--- config.mk ---
export PLATFORM = sky130hd
export DESIGN_NAME = stimulus_sequencer_flat
export DESIGN_NICKNAME = d
export VERILOG_FILES = /design/src/rtl/stimulus_sequencer_if.sv /design/src/rtl/stimulus_sequencer.sv /design/src/flat_wrapper.sv
export SDC_FILE = /design/constraint.sdc
export NUM_CORES = 1
export LEC_CHECK = 0
export CORE_MARGIN = 3
export CORE_UTILIZATION = 49
export CTS_CLUSTER_DIAMETER = 120
export DETAILED_ROUTE_END_ITERATION = 16
export PLACE_DENSITY = 0.81
export SYNTH_ARGS = -nofsm -noshare
export SYNTH_HDL_FRONTEND = slang
export SYNTH_SLANG_ARGS = --single-unit
--- constraint.sdc ---
create_clock -name CK -period 2 [get_ports CK]
set_input_delay 0.4 -clock CK [delete_from_list [all_inputs] [get_ports CK]]
set_output_delay 0.4 -clock CK [all_outputs]
set_load 0.01 [all_outputs]
--- src/rtl/stimulus_sequencer_if.sv ---
// Bundle of the DUT-drive bus and the {pattern,response} record stream of the
// stimulus sequencer; master is the sequencer, slave is the DUT/logger side.
interface stimulus_sequencer_if #(
    parameter int IN_W  = 1,
    parameter int OUT_W = 1
);
    logic             dut_reset;
    logic [IN_W-1:0]  dut_in;
    logic [OUT_W-1:0] dut_out;
    logic             rec_valid;
    logic             rec_ready;
    logic [IN_W-1:0]  rec_pattern;
    logic [OUT_W-1:0] rec_response;

    modport master (
        output dut_reset, dut_in, rec_valid, rec_pattern, rec_response,
        input  dut_out, rec_ready
    );

    modport slave (
        input  dut_reset, dut_in, rec_valid, rec_pattern, rec_response,
        output dut_out, rec_ready
    );
endinterface

--- src/rtl/stimulus_sequencer.sv ---
// Exhaustive stimulus sweep for one benchmark netlist: pulses the DUT reset, walks every
// input pattern, and streams one {pattern,response} record per pattern on valid/ready.
module stimulus_sequencer #(
    parameter int IN_W    = 1,
    parameter int OUT_W   = 1,
    parameter int SETTLE  = 1,
    parameter int RST_CYC = 2
) (
    input  logic                 CK,
    input  logic                 reset,
    input  logic                 start,
    input  logic                 abort,
    output logic                 busy,
    output logic                 done,
    stimulus_sequencer_if.master bus
);

    localparam int RC_W = $clog2(RST_CYC + 1);
    localparam int SC_W = $clog2(SETTLE + 1);
    localparam int PW   = IN_W + 1;
    localparam logic [PW-1:0] LAST_PAT = {1'b0, {IN_W{1'b1}}};

    typedef enum logic [2:0] {
        S_IDLE,
        S_DUT_RST,
        S_APPLY,
        S_EMIT,
        S_DONE
    } state_e;

    state_e           state_q, state_d;
    logic [RC_W-1:0]  rst_cnt_q, rst_cnt_d;
    logic [SC_W-1:0]  settle_cnt_q, settle_cnt_d;
    logic [PW-1:0]    pattern_q, pattern_d;
    logic             rec_valid_q, rec_valid_d;
    logic [IN_W-1:0]  rec_pattern_q, rec_pattern_d;
    logic [OUT_W-1:0] rec_response_q, rec_response_d;
    logic             dut_reset_q, busy_q, done_q;

    logic rst_last, settle_last, handshake, last_pattern;

    assign rst_last     = (rst_cnt_q == RC_W'(RST_CYC - 1));
    assign settle_last  = (settle_cnt_q == SC_W'(SETTLE - 1));
    assign handshake    = rec_valid_q && bus.rec_ready;
    assign last_pattern = (pattern_q == LAST_PAT);

    // State register and every registered output; reset outranks abort and start.
    // NOTE: sequential state uses non-blocking assignments so all registers update
    // together from values sampled before the edge.
    always_ff @(posedge CK) begin
        if (reset) begin
            state_q        <= S_IDLE;
            rst_cnt_q      <= '0;
            settle_cnt_q   <= '0;
            pattern_q      <= '0;
            rec_valid_q    <= 1'b0;
            rec_pattern_q  <= '0;
            rec_response_q <= '0;
            dut_reset_q    <= 1'b0;
            busy_q         <= 1'b0;
            done_q         <= 1'b0;
        end else begin
            state_q        <= state_d;
            rst_cnt_q      <= rst_cnt_d;
            settle_cnt_q   <= settle_cnt_d;
            pattern_q      <= pattern_d;
            rec_valid_q    <= rec_valid_d;
            rec_pattern_q  <= rec_pattern_d;
            rec_response_q <= rec_response_d;
            dut_reset_q    <= (state_d == S_DUT_RST);
            busy_q         <= (state_d == S_DUT_RST) || (state_d == S_APPLY) || (state_d == S_EMIT);
            done_q         <= (state_d == S_DONE);
        end
    end

    // Next-state logic.
    // NOTE: every variable gets a default at the top of each always_comb, so no path
    // leaves a value unassigned and no latch is inferred.
    always_comb begin
        state_d = state_q;
        unique case (state_q)
            S_IDLE, S_DONE: if (start) state_d = S_DUT_RST;
            S_DUT_RST:      if (rst_last) state_d = S_APPLY;
            S_APPLY:        if (settle_last) state_d = S_EMIT;
            S_EMIT:         if (handshake) state_d = last_pattern ? S_DONE : S_APPLY;
            default:        state_d = S_IDLE;
        endcase
        if (abort) state_d = S_IDLE;
    end

    // Counters and record datapath.
    always_comb begin
        rst_cnt_d      = rst_cnt_q;
        settle_cnt_d   = settle_cnt_q;
        pattern_d      = pattern_q;
        rec_valid_d    = rec_valid_q;
        rec_pattern_d  = rec_pattern_q;
        rec_response_d = rec_response_q;
        unique case (state_q)
            S_IDLE, S_DONE: begin
                if (start) begin
                    rst_cnt_d = '0;
                    pattern_d = '0;
                end
            end
            S_DUT_RST: begin
                rst_cnt_d    = rst_cnt_q + RC_W'(1);
                settle_cnt_d = '0;
            end
            S_APPLY: begin
                settle_cnt_d = settle_cnt_q + SC_W'(1);
                // The DUT response is captured only on the edge that leaves APPLY.
                if (settle_last) begin
                    rec_response_d = bus.dut_out;
                    rec_pattern_d  = pattern_q[IN_W-1:0];
                    rec_valid_d    = 1'b1;
                end
            end
            S_EMIT: begin
                if (handshake) begin
                    rec_valid_d = 1'b0;
                    if (!last_pattern) begin
                        pattern_d    = pattern_q + PW'(1);
                        settle_cnt_d = '0;
                    end
                end
            end
            default: ;
        endcase
        if (abort) begin
            rst_cnt_d    = '0;
            settle_cnt_d = '0;
            pattern_d    = '0;
            rec_valid_d  = 1'b0;
        end
    end

    assign bus.dut_reset    = dut_reset_q;
    assign bus.dut_in       = pattern_q[IN_W-1:0];
    assign bus.rec_valid    = rec_valid_q;
    assign bus.rec_pattern  = rec_pattern_q;
    assign bus.rec_response = rec_response_q;
    assign busy             = busy_q;
    assign done             = done_q;

endmodule

--- src/flat_wrapper.sv ---
// flat-port wrapper written by rule: the top's interface ports become plain ports
module stimulus_sequencer_flat 
#(
    parameter int IN_W    = 1,
    parameter int OUT_W   = 1,
    parameter int SETTLE  = 1,
    parameter int RST_CYC = 2
)
  (CK, reset, start, abort, busy, done, bus_dut_reset, bus_dut_in, bus_rec_valid, bus_rec_pattern, bus_rec_response, bus_dut_out, bus_rec_ready);
  stimulus_sequencer_if #(.IN_W(IN_W), .OUT_W(OUT_W)) bus_i ();
  input  logic CK;
  input  logic reset;
  input  logic start;
  input  logic abort;
  output logic busy;
  output logic done;
  output wire logic [$bits(bus_i.dut_reset)-1:0] bus_dut_reset;
  output wire logic [$bits(bus_i.dut_in)-1:0] bus_dut_in;
  output wire logic [$bits(bus_i.rec_valid)-1:0] bus_rec_valid;
  output wire logic [$bits(bus_i.rec_pattern)-1:0] bus_rec_pattern;
  output wire logic [$bits(bus_i.rec_response)-1:0] bus_rec_response;
  input wire logic [$bits(bus_i.dut_out)-1:0] bus_dut_out;
  input wire logic [$bits(bus_i.rec_ready)-1:0] bus_rec_ready;
  assign bus_dut_reset = bus_i.dut_reset;
  assign bus_dut_in = bus_i.dut_in;
  assign bus_rec_valid = bus_i.rec_valid;
  assign bus_rec_pattern = bus_i.rec_pattern;
  assign bus_rec_response = bus_i.rec_response;
  assign bus_i.dut_out = bus_dut_out;
  assign bus_i.rec_ready = bus_rec_ready;
  stimulus_sequencer #(.IN_W(IN_W), .OUT_W(OUT_W), .SETTLE(SETTLE), .RST_CYC(RST_CYC)) u_core (.CK(CK), .reset(reset), .start(start), .abort(abort), .busy(busy), .done(done), .bus(bus_i));
endmodule
==> results of run 1 <==
[synth_stat cells (2+ instances only)]
| library cell | n |
|---|---|
| sky130_fd_sc_hd__nor3_1 | 2 |
| sky130_fd_sc_hd__nand3_1 | 2 |
| sky130_fd_sc_hd__inv_1 | 4 |
| sky130_fd_sc_hd__nand2_1 | 5 |
| sky130_fd_sc_hd__nand2b_1 | 2 |
| sky130_fd_sc_hd__mux2i_1 | 3 |
| sky130_fd_sc_hd__a21oi_1 | 7 |
| sky130_fd_sc_hd__clkbuf_1 | 2 |
| sky130_fd_sc_hd__o21ai_0 | 4 |
| sky130_fd_sc_hd__dfxtp_1 | 14 |
| sky130_fd_sc_hd__ha_1 | 2 |
| sky130_fd_sc_hd__a21oi_2 | 2 |
| sky130_fd_sc_hd__or3_1 | 2 |
| sky130_fd_sc_hd__or2_2 | 2 |
| sky130_fd_sc_hd__nor2_1 | 10 |
[area by class of cell]
cell class | count | area [um2] | share of cell area (%)
Multi-Input combinational cell | 61 | 422 | 47.2
Inverter | 4 | 15.0 | 1.68
Clock buffer | 3 | 22.5 | 2.52
Timing Repair Buffer | 14 | 135 | 15.1
Sequential cell | 14 | 280 | 31.4
Tap cell | 15 | 18.8 | 2.10
[worst reg2reg max path, cell delays in order (launching register included)]
cell,delay (ps)
sky130_fd_sc_hd__dfxtp_1,600
sky130_fd_sc_hd__nand2b_1,180
sky130_fd_sc_hd__nor3_2,350
sky130_fd_sc_hd__o31ai_2,150
sky130_fd_sc_hd__a221oi_2,260
[power groups by stage]
stage                     clock network [W]  logic [W]  registers, W
after floorplan                           0  0.0000297      0.000291
after global placement                    0  0.0000487      0.000292
after detailed placement                  0  0.0000497      0.000293
after CTS                          0.000162  0.0000499      0.000286
after global routing               0.000178  0.0000539      0.000287
final                              0.000156  0.0000497      0.000286
[stage by stage]
| stage | power, W | instance area [um2] |
|---|---|---|
| after floorplan | 0.000321 | 741 |
| after global placement | 0.000341 | 871 |
| after detailed placement | 0.000342 | 871 |
| after CTS | 0.000498 | 893 |
| after global routing | 0.000519 | 893 |
| final | 0.000491 | 893 |
[routing by layer]
metal,GRT usage (%),vias to the layer above,wire (um)
li1,-,321,-
met1,22.3,306,719
met2,27.2,12,712
met3,7.17,4,67
met4,7.60,0,17
met5,0,-,0
[final timing paths]
kind                                     startpoint             endpoint  slack [ps]
worst min register to register  u_core.pattern_q[1]  u_core.pattern_q[1]         460
worst max register to register    u_core.state_q[1]          u_core.busy         380
worst max-delay path            u_core.pattern_q[0]           bus_dut_in         220
worst min-delay path            u_core.pattern_q[1]  u_core.pattern_q[1]         460
[cell families after synthesis]
logic type	after synthesis	share of synthesized area [%]
compound gates	23	25.3
mux	3	4.05
simple gates	33	24.2
buf+inv	8	5.24
fa+ha+maj	2	3.38
flops	14	37.8
[flip-flops by register name, summed over array words and instances (netlist names)]
register	flops
u_core.bus.dut_reset	1
u_core.bus.rec_pattern	1
u_core.bus.rec_response	1
u_core.bus.rec_valid	1
u_core.busy	1
u_core.done	1
u_core.pattern_q	2
u_core.rst_cnt_q	2
u_core.settle_cnt_q	1
u_core.state_q	3
==> implementation parameters, run 1 <==
Parameter                              Value

Worst setup path
  WS Path Type ... reg -> out
  Arrival time of the worst setup path ... 1380 ps
  Worst-path fanout max ... 6
  Number of cells on the critical path ... 1
  Depth of the worst register-to-register path ... 4
  Crit-path slowest cell ... sky130_fd_sc_hd__clkdlybuf4s50_1
  Worst path required time ... 1600 ps
  Sort of element at the end of the critical path ... output pin
  Highest cell delay on the worst timing path ... about 600 ps
  Kind of cell with the highest combined delay on the critical path ... buffers and inverters
  Kind of start point of the critical path ... register
  Worst Path Buf+Inv ... 1
  Critical-path cell list ... clkdlybuf4s50_1

Synth
  Leading register cell type out of synthesis ... sky130_fd_sc_hd__dfxtp_1
  Proportion of synthesized chip area in sequential cells ... a little under two fifths
  Net count after synthesis ... 91
  Post-synthesis cell type with the largest combined area ... sky130_fd_sc_hd__dfxtp_1
  Average size of a mapped cell ... between 8 and 9 um2
  Register bit count reported by yosys ... 14
  Fraction of synthesis flops using an asynchronous set or reset pin ... 0%
  Synth top area cells ... sky130_fd_sc_hd__dfxtp_1 38%, sky130_fd_sc_hd__nor2_1 5.1%, sky130_fd_sc_hd__a21oi_1 4.7%
  Total standard cell area after synthesis ... 741 um2
  Number of different library cells in the post-synthesis netlist ... 35
  Warnings from Yosys ... 0
  Number of flops mapped to enable cells by yosys ... 0
  Post-synthesis instance total ... 83
  Area share of the leading cell type in the synthesized netlist ... 37.8%

Clocking
  Max Buffers Root-to-Sink ... 2
  Clock transition at the register clock pins on the worst setup and hold paths after CTS ... 80 ps
  Worst-skew pair later-pin latency ... 280 ps
  Post-cts resize count ... 0
  TritonCTS clock tree ... done
  Clock buffer count from CTS ... 3
  Count of H-tree levels built during CTS ... 1
  Total of hold buffers inserted after clock tree synthesis ... 0
  Post-CTS Setup Inserts ... 0
  CTS root buf ... sky130_fd_sc_hd__clkbuf_4
  Number of sinks handled by clock tree synthesis ... 14

Power
  Clock network fraction of total power ... 31.7%
  Cell leakage power ... 0.306 nW
  Power per cell area ... 550 mW/mm2
  Proportion of total power due to net switching ... 22.9%
  Peak ir drop on the vdd network ... 367 uV
  Cell internal pwr ... 0.000379 W
  Switching power of the nets ... 0.000113 W
  Logic gate share of total power ... 10.1%
  Seq pwr share ... 58.2%

Status
  Outcome ... complete, no violations

Final layout
  Leading cell types in the layout, fill and taps excluded ... 14 x sky130_fd_sc_hd__dfxtp_1, 12 x sky130_fd_sc_hd__clkdlybuf4s50_1, 10 x sky130_fd_sc_hd__nor2_1, 7 x sky130_fd_sc_hd__a21oi_1, 5 x sky130_fd_sc_hd__nand2_1
  Post-synthesis to final-layout area growth ... 20.6%
  Number of filler instances in the final layout ... 123
  Fraction of final layout cells sized beyond drive strength 1 ... 15.6%
  Antenna fix cells ... 0
  Number of nets in the final layout ... 106
  Final core utilization ... 65.4%
  Most frequent standard cell in the layout excluding fill and tap cells ... sky130_fd_sc_hd__dfxtp_1
  Final cell count without fillers ... between 100 and 150

Floorplan
  # rows ... 13
  I/O pin count ... 13
  Die boundary width ... 44.9 um
  Placeable core area ... 0.00137 mm2
  Full die area ... 0.00201 mm2
  Starting Density ... between 50% and 60%
  Die Y ... 44.9 um

Placed design
  # placed instances ... roughly 110
  Number of buffers inserted by port buffering ... 12
  Global placer's final weighted congestion ... slightly below 0.8
  Half-perimeter wire length after placement ... 1100 um
  Worst slack at placement ... 79.5 ps

Drt
  Wire length after detailed routing ... between 1500 and 2000 um
  Post-detailed-route count of antenna-violating nets ... 0
  Pre-Repair DR Iteration Count ... 4
  Starting DRC count in detailed routing ... 14
  DRC Markers ... 0
  Vias ... 643
  WL/cell ... 13.7 um
  Post-DR vias/cell ... around 5.8

Global route
  Antenna violations before repair ... 0
  Global-route wire length before repair ... around 2600 um
  Gr ovfl total ... 0
  Maximum number of pins on one net before global-route repair ... 15
  Gr usage total ... 17.9%
  Number of global-route vias before repair ... between 600 and 700

Timing
  Post-route worst hold slack ... 462 ps
  FMAX ... 561 MHz
  Transition time at the pin with the least slew margin ... 438 ps
  Hold Fails Final Rpt ... 0
  Pins over their slew limit ... 0
  Setup total negative slack ... 0 ps
  Smallest setup slack after layout ... 219 ps
  Worst slew margin relative to its limit ... 70.7%
  Setup repair after global routing missed its margin ... false
  Final number of setup-violating endpoints ... 0
  Final min period ... around 1800 ps
  Clock Skew ... 5.18 ps
  Final clock period utilization by the worst path ... approximately nine tenths

Worst hold path
  Class of the most critical hold timing path ... reg -> reg
  Hold Path Depth ... 2

Flow run
  Max-cap violation count ... 0
Power figures use the tool's default switching activity.
==> run 2: changes to the inputs <==
--- a/config.mk
+++ b/config.mk
@@ -9,7 +9,7 @@
 export CORE_UTILIZATION = 49
 export CTS_CLUSTER_DIAMETER = 120
 export DETAILED_ROUTE_END_ITERATION = 16
-export PLACE_DENSITY = 0.81
+export PLACE_DENSITY_LB_ADDON = 0.12
 export SYNTH_ARGS = -nofsm -noshare
 export SYNTH_HDL_FRONTEND = slang
 export SYNTH_SLANG_ARGS = --single-unit
==> run 2 against run 1 <==
Against the previous run: sequential cell count stayed put; die area stayed put; via count is 2.2% lower; clock skew is 4.3 ps lower; maximum frequency is 0.82% higher; largest cell class unchanged; utilization stayed put; critical path depth stayed put; count of clock-buffer cells in the layout stayed put; sequential power hardly changed; power is 0.64% higher; sequential share of layout area stayed put; worst hold slack better by 20 ps; critical path type unchanged.
==> implementation parameters, run 2 (synthesized netlist as in run 1, its figures left out) <==
Parameter                              Value

Clocking
  Clock transition at the register clock pins on the worst setup and hold paths after CTS ... 80 ps (about the same)
  Max Buffers Root-to-Sink ... 2 (unchanged)
  TritonCTS clock tree ... done
  Count of H-tree levels built during CTS ... 1 (unchanged)
  Total of hold buffers inserted after clock tree synthesis ... 0 (unchanged)
  CTS root buf ... sky130_fd_sc_hd__clkbuf_4
  Clock buffer count from CTS ... 3 (unchanged)
  Worst-skew pair later-pin latency ... 280 ps (about the same)
  Number of sinks handled by clock tree synthesis ... 14 (unchanged)
  Post-cts resize count ... 0 (unchanged)
  Post-CTS Setup Inserts ... 0 (unchanged)

Worst setup path
  Depth of the worst register-to-register path ... 4 (unchanged)
  Kind of start point of the critical path ... register
  R2r endpoint ... u_core.busy
  Startpoint of the lowest-slack register-to-register path ... u_core.state_q[1]
  Number of cells on the critical path ... 1 (unchanged)
  Worst-path fanout max ... 6 (unchanged)
  Worst path required time ... 1600 ps (about the same)
  Worst setup startpoint ... u_core.pattern_q[0]
  Kind of cell with the highest combined delay on the critical path ... buffers and inverters
  Arrival time of the worst setup path ... 1370 ps (about the same)
  Critical-path cell list ... clkdlybuf4s50_1
  CP endpoint ... bus_dut_in
  Crit-path slowest cell ... sky130_fd_sc_hd__clkdlybuf4s50_1
  R2R setup slack ... 400 ps (+20 ps)
  Worst Path Buf+Inv ... 1 (unchanged)
  Sort of element at the end of the critical path ... output pin
  WS Path Type ... reg -> out
  Highest cell delay on the worst timing path ... 600 ps (about the same)

Global route
  Gr usage total ... 18.0% (+0.12 points)
  Maximum number of pins on one net before global-route repair ... 15 (unchanged)
  Antenna violations before repair ... 0 (unchanged)
  Gr ovfl total ... 0 (unchanged)
  Global-route wire length before repair ... 2660 um (+1.3%)
  Number of global-route vias before repair ... 597 (-1.3%)

Power
  Switching power of the nets ... 0.000116 W (+2.7%)
  Tot Pwr ... 0.000495 W (+0.64%)
  Peak ir drop on the vdd network ... 402 uV (+9.3%)
  Cell leakage power ... 0.306 nW (unchanged)
  Power per cell area ... 554 mW/mm2 (+0.64%)
  Logic gate share of total power ... 10.1% (about the same)
  Proportion of total power due to net switching ... 23.4% (+0.48 points)
  Cell internal pwr ... 0.000379 W (about the same)
  Seq pwr share ... 57.9% (-0.3 points)
  Clock network fraction of total power ... 32.0% (+0.3 points)

Drt
  Wire length after detailed routing ... 1540 um (+1.2%)
  DRC Markers ... 0 (unchanged)
  Post-DR vias/cell ... 5.67 (-2.2%)
  WL/cell ... 13.8 um (+1.2%)
  Starting DRC count in detailed routing ... 14 (unchanged)
  Post-detailed-route count of antenna-violating nets ... 0 (unchanged)
  Vias ... 629 (-2.2%)
  Pre-Repair DR Iteration Count ... 4 (unchanged)

Timing
  Hold Fails Final Rpt ... 0 (unchanged)
  Worst slew margin relative to its limit ... 71.1% (+0.38 points)
  Final min period ... 1770 ps (-14.4 ps)
  Post-route worst hold slack ... 482 ps (+19.8 ps)
  FMAX ... 566 MHz (+0.82%)
  Transition time at the pin with the least slew margin ... 433 ps (-5.69 ps)
  Setup repair after global routing missed its margin ... false
  Pins over their slew limit ... 0 (unchanged)
  Setup total negative slack ... 0 ps (unchanged)
  Final number of setup-violating endpoints ... 0 (unchanged)
  Clock Skew ... 0.918 ps (-4.26 ps)
  Final clock period utilization by the worst path ... 88.3% (-0.72 points)

Worst hold path
  Class of the most critical hold timing path ... reg -> reg

Final layout
  Leading cell types in the layout, fill and taps excluded ... 14 x sky130_fd_sc_hd__dfxtp_1, 12 x sky130_fd_sc_hd__clkdlybuf4s50_1, 10 x sky130_fd_sc_hd__nor2_1, 7 x sky130_fd_sc_hd__a21oi_1, 5 x sky130_fd_sc_hd__nand2_1
  Most frequent standard cell in the layout excluding fill and tap cells ... sky130_fd_sc_hd__dfxtp_1
  Number of filler instances in the final layout ... 122 (-0.81%)
  Max FFs per register ... 3 (unchanged)
  Post-synthesis to final-layout area growth ... 20.6% (unchanged)
  Number of nets in the final layout ... 106 (unchanged)
  Top Registers ... u_core.state_q x3, u_core.pattern_q x2, u_core.rst_cnt_q x2
  Register containing the most flip-flops in the final layout ... u_core.state_q
  Antenna fix cells ... 0 (unchanged)
  Final cell count without fillers ... 111 (unchanged)
  Final core utilization ... 65.4% (unchanged)
  Fraction of final layout cells sized beyond drive strength 1 ... 15.6% (unchanged)

Placed design
  # placed instances ... 108 (unchanged)
  Number of buffers inserted by port buffering ... 12 (unchanged)
  Half-perimeter wire length after placement ... 1120 um (+1.9%)
  Global placer's final weighted congestion ... 0.846 (+6.6%)

Flow run
  Max-cap violation count ... 0 (unchanged)

Floorplan
  Starting Density ... 54.2% (unchanged)
  Placeable core area ... 0.00137 mm2 (unchanged)
  Full die area ... 0.00201 mm2 (unchanged)
  Die boundary width ... 44.9 um (unchanged)
  I/O pin count ... 13 (unchanged)
  # rows ... 13 (unchanged)
  Die Y ... 44.9 um (unchanged)

Status
  Outcome ... complete, no violations
run 2: worst reg2reg max path, cell delays in order, from the launching register on:
cell and delay [ps]:
sky130_fd_sc_hd__dfxtp_1 590, sky130_fd_sc_hd__nand2b_1 170, sky130_fd_sc_hd__nor3_2 330, sky130_fd_sc_hd__o31ai_2 160
sky130_fd_sc_hd__a221oi_2 270
run 2: how the worst min path moves through the flow:
| stage | start | end | slack [ps] | depth (start not counted) |
|---|---|---|---|---|
| after floorplan | u_core.pattern_q[1] | u_core.pattern_q[1] | 430 | 2 |
| after global placement | u_core.pattern_q[1] | u_core.pattern_q[1] | 440 | 2 |
| after detailed placement | u_core.pattern_q[1] | u_core.pattern_q[1] | 470 | 2 |
| after CTS | u_core.pattern_q[1] | u_core.pattern_q[1] | 480 | 2 |
| after global routing | u_core.pattern_q[1] | u_core.pattern_q[1] | 490 | 2 |
| final | u_core.pattern_q[1] | u_core.pattern_q[1] | 480 | 2 |
run 2: area by class of cell:
class | count | area, um2 | area share [%]
multi-input combinational | 61 | 422 | 47.2
timing repair buffer | 14 | 135 | 15.1
clock buffer | 3 | 22.5 | 2.52
inverter | 4 | 15.0 | 1.68
tap | 15 | 18.8 | 2.10
sequential | 14 | 280 | 31.4
run 2: metrics by stage:
| step | instance area (um2) | worst slack, ps |
|---|---|---|
| floorplan | 741 | 568 |
| global placement | 871 | 116 |
| detailed placement | 871 | 80.2 |
| CTS | 893 | 225 |
| global route | 893 | 166 |
| finish | 893 | 233 |
run 2: metal layers:
metal  vias up  routed length, um  GRT usage, %
met5         -                  0             0
met4         0                 16          6.43
met3         4                 78          6.77
met2        13                705          26.9
met1       290                736          23.6
li1        322                  -             -
run 2: power by group through the flow:
stage | combinational (W) | sequential [W] | clock, W
2_1_floorplan | 0.0000297 | 0.000291 | 0
3_3_place_gp | 0.0000487 | 0.000293 | 0
3_5_place_dp | 0.0000498 | 0.000293 | 0
4_1_cts | 0.0000501 | 0.000286 | 0.000160
5_1_grt | 0.0000548 | 0.000287 | 0.000174
6_report | 0.0000499 | 0.000286 | 0.000158
==> run 3: changes to the inputs <==
--- a/config.mk
+++ b/config.mk
@@ -5,6 +5,7 @@
 export SDC_FILE = /design/constraint.sdc
 export NUM_CORES = 1
 export LEC_CHECK = 0
+export CAP_MARGIN = 20
 export CORE_MARGIN = 3
 export CORE_UTILIZATION = 49
 export CTS_CLUSTER_DIAMETER = 120
==> results of run 3 <==
The final DEF is identical to that of run 2; final timing and power are the same.
